[config.mk]
export PLATFORM = sky130hd
export DESIGN_NAME = dpram_fifo_ctrl_flat
export DESIGN_NICKNAME = d
export VERILOG_FILES = /design/src/rtl/dpram_fifo_ctrl_if.sv /design/src/rtl/dpram_fifo_ctrl.sv /design/src/flat_wrapper.sv
export SDC_FILE = /design/constraint.sdc
export NUM_CORES = 1
export LEC_CHECK = 0
export CAP_MARGIN = 20
export CORE_MARGIN = 5
export CORE_UTILIZATION = 40
export CTS_CLUSTER_SIZE = 8
export DETAILED_ROUTE_END_ITERATION = 12
export PLACE_DENSITY_LB_ADDON = 0.1
export SETUP_SLACK_MARGIN = 0.3
export SLEW_MARGIN = 30
export SYNTH_ARGS = -nofsm -noshare
export SYNTH_HDL_FRONTEND = slang
export SYNTH_SLANG_ARGS = --single-unit
[constraint.sdc]
create_clock -name Clock -period 4.85 [get_ports Clock]
set_input_delay 0.97 -clock Clock [delete_from_list [all_inputs] [get_ports Clock]]
set_output_delay 0.97 -clock Clock [all_outputs]
set_load 0.01 [all_outputs]
[src/rtl/dpram_fifo_ctrl_if.sv]
// Stream-side bundle of the DPRAM FIFO controller: write handshake, read handshake and fill count.
// The FIFO is the slave; the user logic that pushes and pops is the master.
interface dpram_fifo_ctrl_if #(
  parameter int WIDTH = 8,
  parameter int DEPTH = 10
);
  localparam int CW = $clog2(DEPTH + 3);

  logic [WIDTH-1:0] InData;
  logic             InValid;
  logic             InReady;
  logic [WIDTH-1:0] OutData;
  logic             OutValid;
  logic             OutReady;
  logic [CW-1:0]    Count;

  modport master (
    output InData, InValid, OutReady,
    input  InReady, OutData, OutValid, Count
  );

  modport slave (
    input  InData, InValid, OutReady,
    output InReady, OutData, OutValid, Count
  );
endinterface

[src/rtl/dpram_fifo_ctrl.sv]
// First-word-fall-through FIFO controller around an external dual-port RAM with 1-cycle read
// latency; a 2-entry output stage (head + skid) hides that latency for one word per clock.
module dpram_fifo_ctrl #(
  parameter int WIDTH = 8,
  parameter int DEPTH = 10
) (
  input  logic                       Clock,
  input  logic                       Reset,
  dpram_fifo_ctrl_if.slave           bus,
  output logic [$clog2(DEPTH)-1:0]   RamWrAddress,
  output logic                       RamWE,
  output logic [WIDTH-1:0]           RamData,
  output logic [$clog2(DEPTH)-1:0]   RamRdAddress,
  input  logic [WIDTH-1:0]           RamQ
);
  localparam int AW = $clog2(DEPTH);
  localparam int CW = $clog2(DEPTH + 3);
  localparam logic [AW-1:0] LAST_ADDR = AW'(DEPTH - 1);
  localparam logic [CW-1:0] DEPTH_C   = CW'(DEPTH);

  logic [AW-1:0]    wr_ptr_q, wr_ptr_d;
  logic [AW-1:0]    rd_ptr_q, rd_ptr_d;
  logic [CW-1:0]    ram_cnt_q, ram_cnt_d;
  logic             rd_pend_q, rd_pend_d;
  logic [1:0]       stage_occ_q, stage_occ_d;
  logic [WIDTH-1:0] head_q, head_d;
  logic [WIDTH-1:0] skid_q, skid_d;

  logic       in_ready;
  logic       push;
  logic       pop;
  logic       issue;
  logic [1:0] occ_after_pop;

  always_comb begin
    in_ready      = !Reset && (ram_cnt_q < DEPTH_C);
    push          = bus.InValid && in_ready;
    pop           = (stage_occ_q != 2'd0) && bus.OutReady;
    occ_after_pop = stage_occ_q - {1'b0, pop};
    // A read is only launched when the stage is guaranteed a free slot for its data.
    issue         = (ram_cnt_q != '0) && ((occ_after_pop + {1'b0, rd_pend_q}) < 2'd2);

    wr_ptr_d = wr_ptr_q;
    if (push) begin
      wr_ptr_d = (wr_ptr_q == LAST_ADDR) ? '0 : wr_ptr_q + AW'(1);
    end

    rd_ptr_d = rd_ptr_q;
    if (issue) begin
      rd_ptr_d = (rd_ptr_q == LAST_ADDR) ? '0 : rd_ptr_q + AW'(1);
    end

    ram_cnt_d = ram_cnt_q + CW'(push) - CW'(issue);
    rd_pend_d = issue;

    head_d = head_q;
    skid_d = skid_q;
    if (pop && (stage_occ_q == 2'd2)) begin
      head_d = skid_q;
    end
    // Returning read data lands in the first free slot after this cycle's pop.
    if (rd_pend_q) begin
      if (occ_after_pop == 2'd0) begin
        head_d = RamQ;
      end else begin
        skid_d = RamQ;
      end
    end
    stage_occ_d = occ_after_pop + {1'b0, rd_pend_q};
  end

  always_ff @(posedge Clock) begin
    if (Reset) begin
      wr_ptr_q    <= '0;
      rd_ptr_q    <= '0;
      ram_cnt_q   <= '0;
      rd_pend_q   <= 1'b0;
      stage_occ_q <= 2'd0;
      head_q      <= '0;
      skid_q      <= '0;
    end else begin
      wr_ptr_q    <= wr_ptr_d;
      rd_ptr_q    <= rd_ptr_d;
      ram_cnt_q   <= ram_cnt_d;
      rd_pend_q   <= rd_pend_d;
      stage_occ_q <= stage_occ_d;
      head_q      <= head_d;
      skid_q      <= skid_d;
    end
  end

  assign bus.InReady  = in_ready;
  assign bus.OutValid = (stage_occ_q != 2'd0);
  assign bus.OutData  = head_q;
  assign bus.Count    = ram_cnt_q + CW'(rd_pend_q) + CW'(stage_occ_q);

  assign RamWE        = push;
  assign RamWrAddress = wr_ptr_q;
  assign RamData      = bus.InData;
  assign RamRdAddress = rd_ptr_q;
endmodule

[src/flat_wrapper.sv]
// flat-port wrapper written by rule: the top's interface ports become plain ports
module dpram_fifo_ctrl_flat 
#(
  parameter int WIDTH = 8,
  parameter int DEPTH = 10
)
  (Clock, Reset, RamWrAddress, RamWE, RamData, RamRdAddress, RamQ, bus_InData, bus_InValid, bus_OutReady, bus_InReady, bus_OutData, bus_OutValid, bus_Count);
  dpram_fifo_ctrl_if #(.WIDTH(WIDTH), .DEPTH(DEPTH)) bus_i ();
  input  logic Clock;
  input  logic Reset;
  output logic [$clog2(DEPTH)-1:0] RamWrAddress;
  output logic RamWE;
  output logic [WIDTH-1:0] RamData;
  output logic [$clog2(DEPTH)-1:0] RamRdAddress;
  input  logic [WIDTH-1:0] RamQ;
  input wire logic [$bits(bus_i.InData)-1:0] bus_InData;
  input wire logic [$bits(bus_i.InValid)-1:0] bus_InValid;
  input wire logic [$bits(bus_i.OutReady)-1:0] bus_OutReady;
  output wire logic [$bits(bus_i.InReady)-1:0] bus_InReady;
  output wire logic [$bits(bus_i.OutData)-1:0] bus_OutData;
  output wire logic [$bits(bus_i.OutValid)-1:0] bus_OutValid;
  output wire logic [$bits(bus_i.Count)-1:0] bus_Count;
  assign bus_i.InData = bus_InData;
  assign bus_i.InValid = bus_InValid;
  assign bus_i.OutReady = bus_OutReady;
  assign bus_InReady = bus_i.InReady;
  assign bus_OutData = bus_i.OutData;
  assign bus_OutValid = bus_i.OutValid;
  assign bus_Count = bus_i.Count;
  dpram_fifo_ctrl #(.WIDTH(WIDTH), .DEPTH(DEPTH)) u_core (.Clock(Clock), .Reset(Reset), .bus(bus_i), .RamWrAddress(RamWrAddress), .RamWE(RamWE), .RamData(RamData), .RamRdAddress(RamRdAddress), .RamQ(RamQ));
endmodule
==> run_results.csv <==
group,metric,value,unit
status,outcome,"finished clean",
critical_path,reg2reg_from,"u_core.stage_occ_q[1]",
routing,final_antenna_net_count,0,
power_and_ir_drop,p_leak,0.896,nW
synthesis,synth_area,1620,um2
sta,rsz0062_at_grt,"no",
synthesis,postSynthAreaPerCell,9.57,um2
die,start_util,40.7,%
global_routing,antenna_found_initial,0,
synthesis,syn_inst,169,
cells_and_area,multi_input_comb_area,860,um2
min_path,hold_class,"reg -> reg",
die,dieArea,5410,um2
clock_network,cts_buffers,5,
sta,finClkSkew,0.00252,ns
clock_network,cts_tree,"yes",
cells_and_area,regArea,621,um2
synthesis,netlist_top_cells_count,"31 x dfxtp_1, 29 x nor2_1, 18 x mux2i_1, 16 x inv_1, 10 x ha_1",
critical_path,cp_top_family,"buffers and inverters",
routing,vias,1226,
sta,min_period,3.52,ns
cells_and_area,layout.nets,232,
power_and_ir_drop,vdd_drop_max,296,uV
synthesis,synth_edf_count,0,
critical_path,crit_type,"in -> out",
synthesis,synth_top_area_share,38.4,%
cells_and_area,syn_to_final_growth,26.9,%
routing,drt_pass1_iterations,4,
power_and_ir_drop,finalPower,1.30,mW
clock_network,cts_root_buf,"clkbuf_8",
critical_path,startpoint,"Reset",
sta,max_freq,284,MHz
routing,drt_iter0_drc,34,
synthesis,synth_most_common_cell,"dfxtp_1",
sta,tightest_slew,0.572,ns
critical_path,crit_buf_inv,3,
critical_path,cp.required,3.88,ns
cells_and_area,antennaDiodeCount,0,
global_routing,grt_pass1_wl,5.45,mm
synthesis,ys_ff_latch,31,
clock_network,cts_setup_buffers,0,
sta,relSlewSlack,61.8,%
critical_path,cp_max_fo,5,
clock_network,insertion_delay,0.28,ns
routing,drc_errors,0,
clock_network,clk_pin_slew_worst_paths,0.06,ns
sta,setup_tns,0,ns
clock_network,postCtsHoldBufs,0,
die,core_area,3970,um2
placed_design,hpwl,2.39,mm
clock_network,h-tree-depth,2,
synthesis,yosysWarnings,0,
critical_path,crit_path_frequent_cell,"clkdlybuf4s50_1",
sta,hold_viol,0,
die,die_h,73.6,um
placed_design,numPortBuffers,34,
global_routing,grt_max_degree,33,
routing,wl_per_cell,12.8,um
placed_design,dp_cells,242,
synthesis,synthTopCellsByArea,"dfxtp_1 38%, mux2i_1 11%, ha_1 7.7%",
cells_and_area,stdcell_count,250,
synthesis,ys_dominant_reg_cell,"dfxtp_1",
placed_design,place_ws,1.05,ns
critical_path,path_cells,"clkdlybuf4s50_1 > a211oi_2 > nand2_1 > inv_1 > clkdlybuf4s50_1",
clock_network,cts.sinks,31,
synthesis,postSynth.asyncResetShare,0,%
sta,setup_viol,0,
die,pin_count,51,
critical_path,critical_path.endpoint_type,"primary output",
critical_path,crit_path_max_incr_delay,0.54,ns
routing,via_per_inst,4.90,
global_routing,grt_pass1_vias,1228,
critical_path,startpoint_type,"input pin",
cells_and_area,drive_gt1_share,8.00,%
placed_design,placed_area,1950,um2
synthesis,yosys.area.top_type,"dfxtp_1",
min_path,hold_path_startpoint,"u_core.skid_q[5]",
sta,finalMaxSlewViolations,0,
die,die_w,73.6,um
global_routing,grt_use_total,13.0,%
sta,whs,0.497,ns
flow_run,max-cap-violations,0,
placed_design,gp_congestion,0.790,
critical_path,slowest_stage,"clkdlybuf4s50_1",
critical_path,crit_arrival,2.55,ns
clock_network,cts_buffer_depth,2,
cells_and_area,fin_area,2050,um2
cells_and_area,fill_cells,359,
synthesis,ys_types,31,
power_and_ir_drop,cellPowerDensity,635,nW/um2
cells_and_area,fin_util,51.6,%
synthesis,syn_nets,202,
routing,routed_wl,3.20,mm
clock_network,cts-resized-gates,0,
sta,fin_crit_sh,72.6,%
sta,setup_slack,1.33,ns
synthesis,ys_seq_area_share,38.4,%
global_routing,gr-total-overflow,0,
die,rows,23,
final cells by class:
cell class / instances / share of cell area, %
clock buffer: 8 / 4.88
inverter: 16 / 2.93
multi-input combinational: 110 / 41.9
sequential: 31 / 30.3
tap: 50 / 3.05
timing repair buffer: 35 / 17.0
sequential cells by signal, summed over array words and instances (netlist names):
name and count:
u_core.stage_occ_q 2, u_core.ram_cnt_q 4, u_core.bus.OutData 8, u_core.skid_q 8
u_core.RamWrAddress 4, u_core.rd_pend_q 1, u_core.RamRdAddress 4
layer usage:
| layer | up-vias | global-route usage (%) | wire (um) |
|---|---|---|---|
| met5 | - | 0 | 0 |
| li1 | 614 | - | - |
| met2 | 33 | 21.5 | 1520 |
| met1 | 568 | 14.5 | 1350 |
| met4 | 0 | 6.04 | 64 |
| met3 | 11 | 5.20 | 264 |
final timing paths:
kind / to / slack, ns / cells past startpoint
setup reg to reg: u_core.ram_cnt_q[2] / 1.74 / 15
setup / recovery: RamWE / 1.33 / 5
hold / removal: u_core.skid_q[5] / 0.50 / 2
hold reg to reg: u_core.skid_q[5] / 0.50 / 2
cell families (layout without fill, tap and decap cells):
family,after synthesis,count (layout),share of synthesized area (%)
AND/OR/NAND/NOR,50,50,14.6
flip-flops,31,31,38.4
buffers and inverters,28,59,8.44
AO/OA/AOI/OAI,19,19,9.68
multiplexers,18,18,11.1
adder cells (fa/ha/maj),13,13,11.5
XOR/XNOR,10,10,6.35
cells in the final DEF (no fill, tap or decap), drive strengths merged:
cell,instances
nand3,4
o31a,1
ha,10
buf,1
inv,16
xor2,5
or2,1
fa,3
xnor2,4
o21ai,2
nand2b,2
mux2i,18
a41o,1
a211oi,9
nand4,2
a21o,1
dfxtp,31
nor2b,6
xnor3,1
clkdlybuf4s50,34
and2,1
nand2,4
nor2,29
a21oi,4
clkbuf,8
o32ai,1
or3b,1
report_power, final:
part | internal, mW | total [mW] | switching (mW)
combinational | 0.360 | 0.684 | 0.324
clock | 0.129 | 0.221 | 0.0913
sequential | 0.333 | 0.397 | 0.0635
total | 0.822 | 1.30 | 0.479
tightest hold or removal path: cells and delay by family (launching register included):
kind	cells	cell delay [ns]
flops	1	0.33
mux	1	0.06
simple gates	1	0.07
Note: power is estimated with default switching activity, not from simulation.
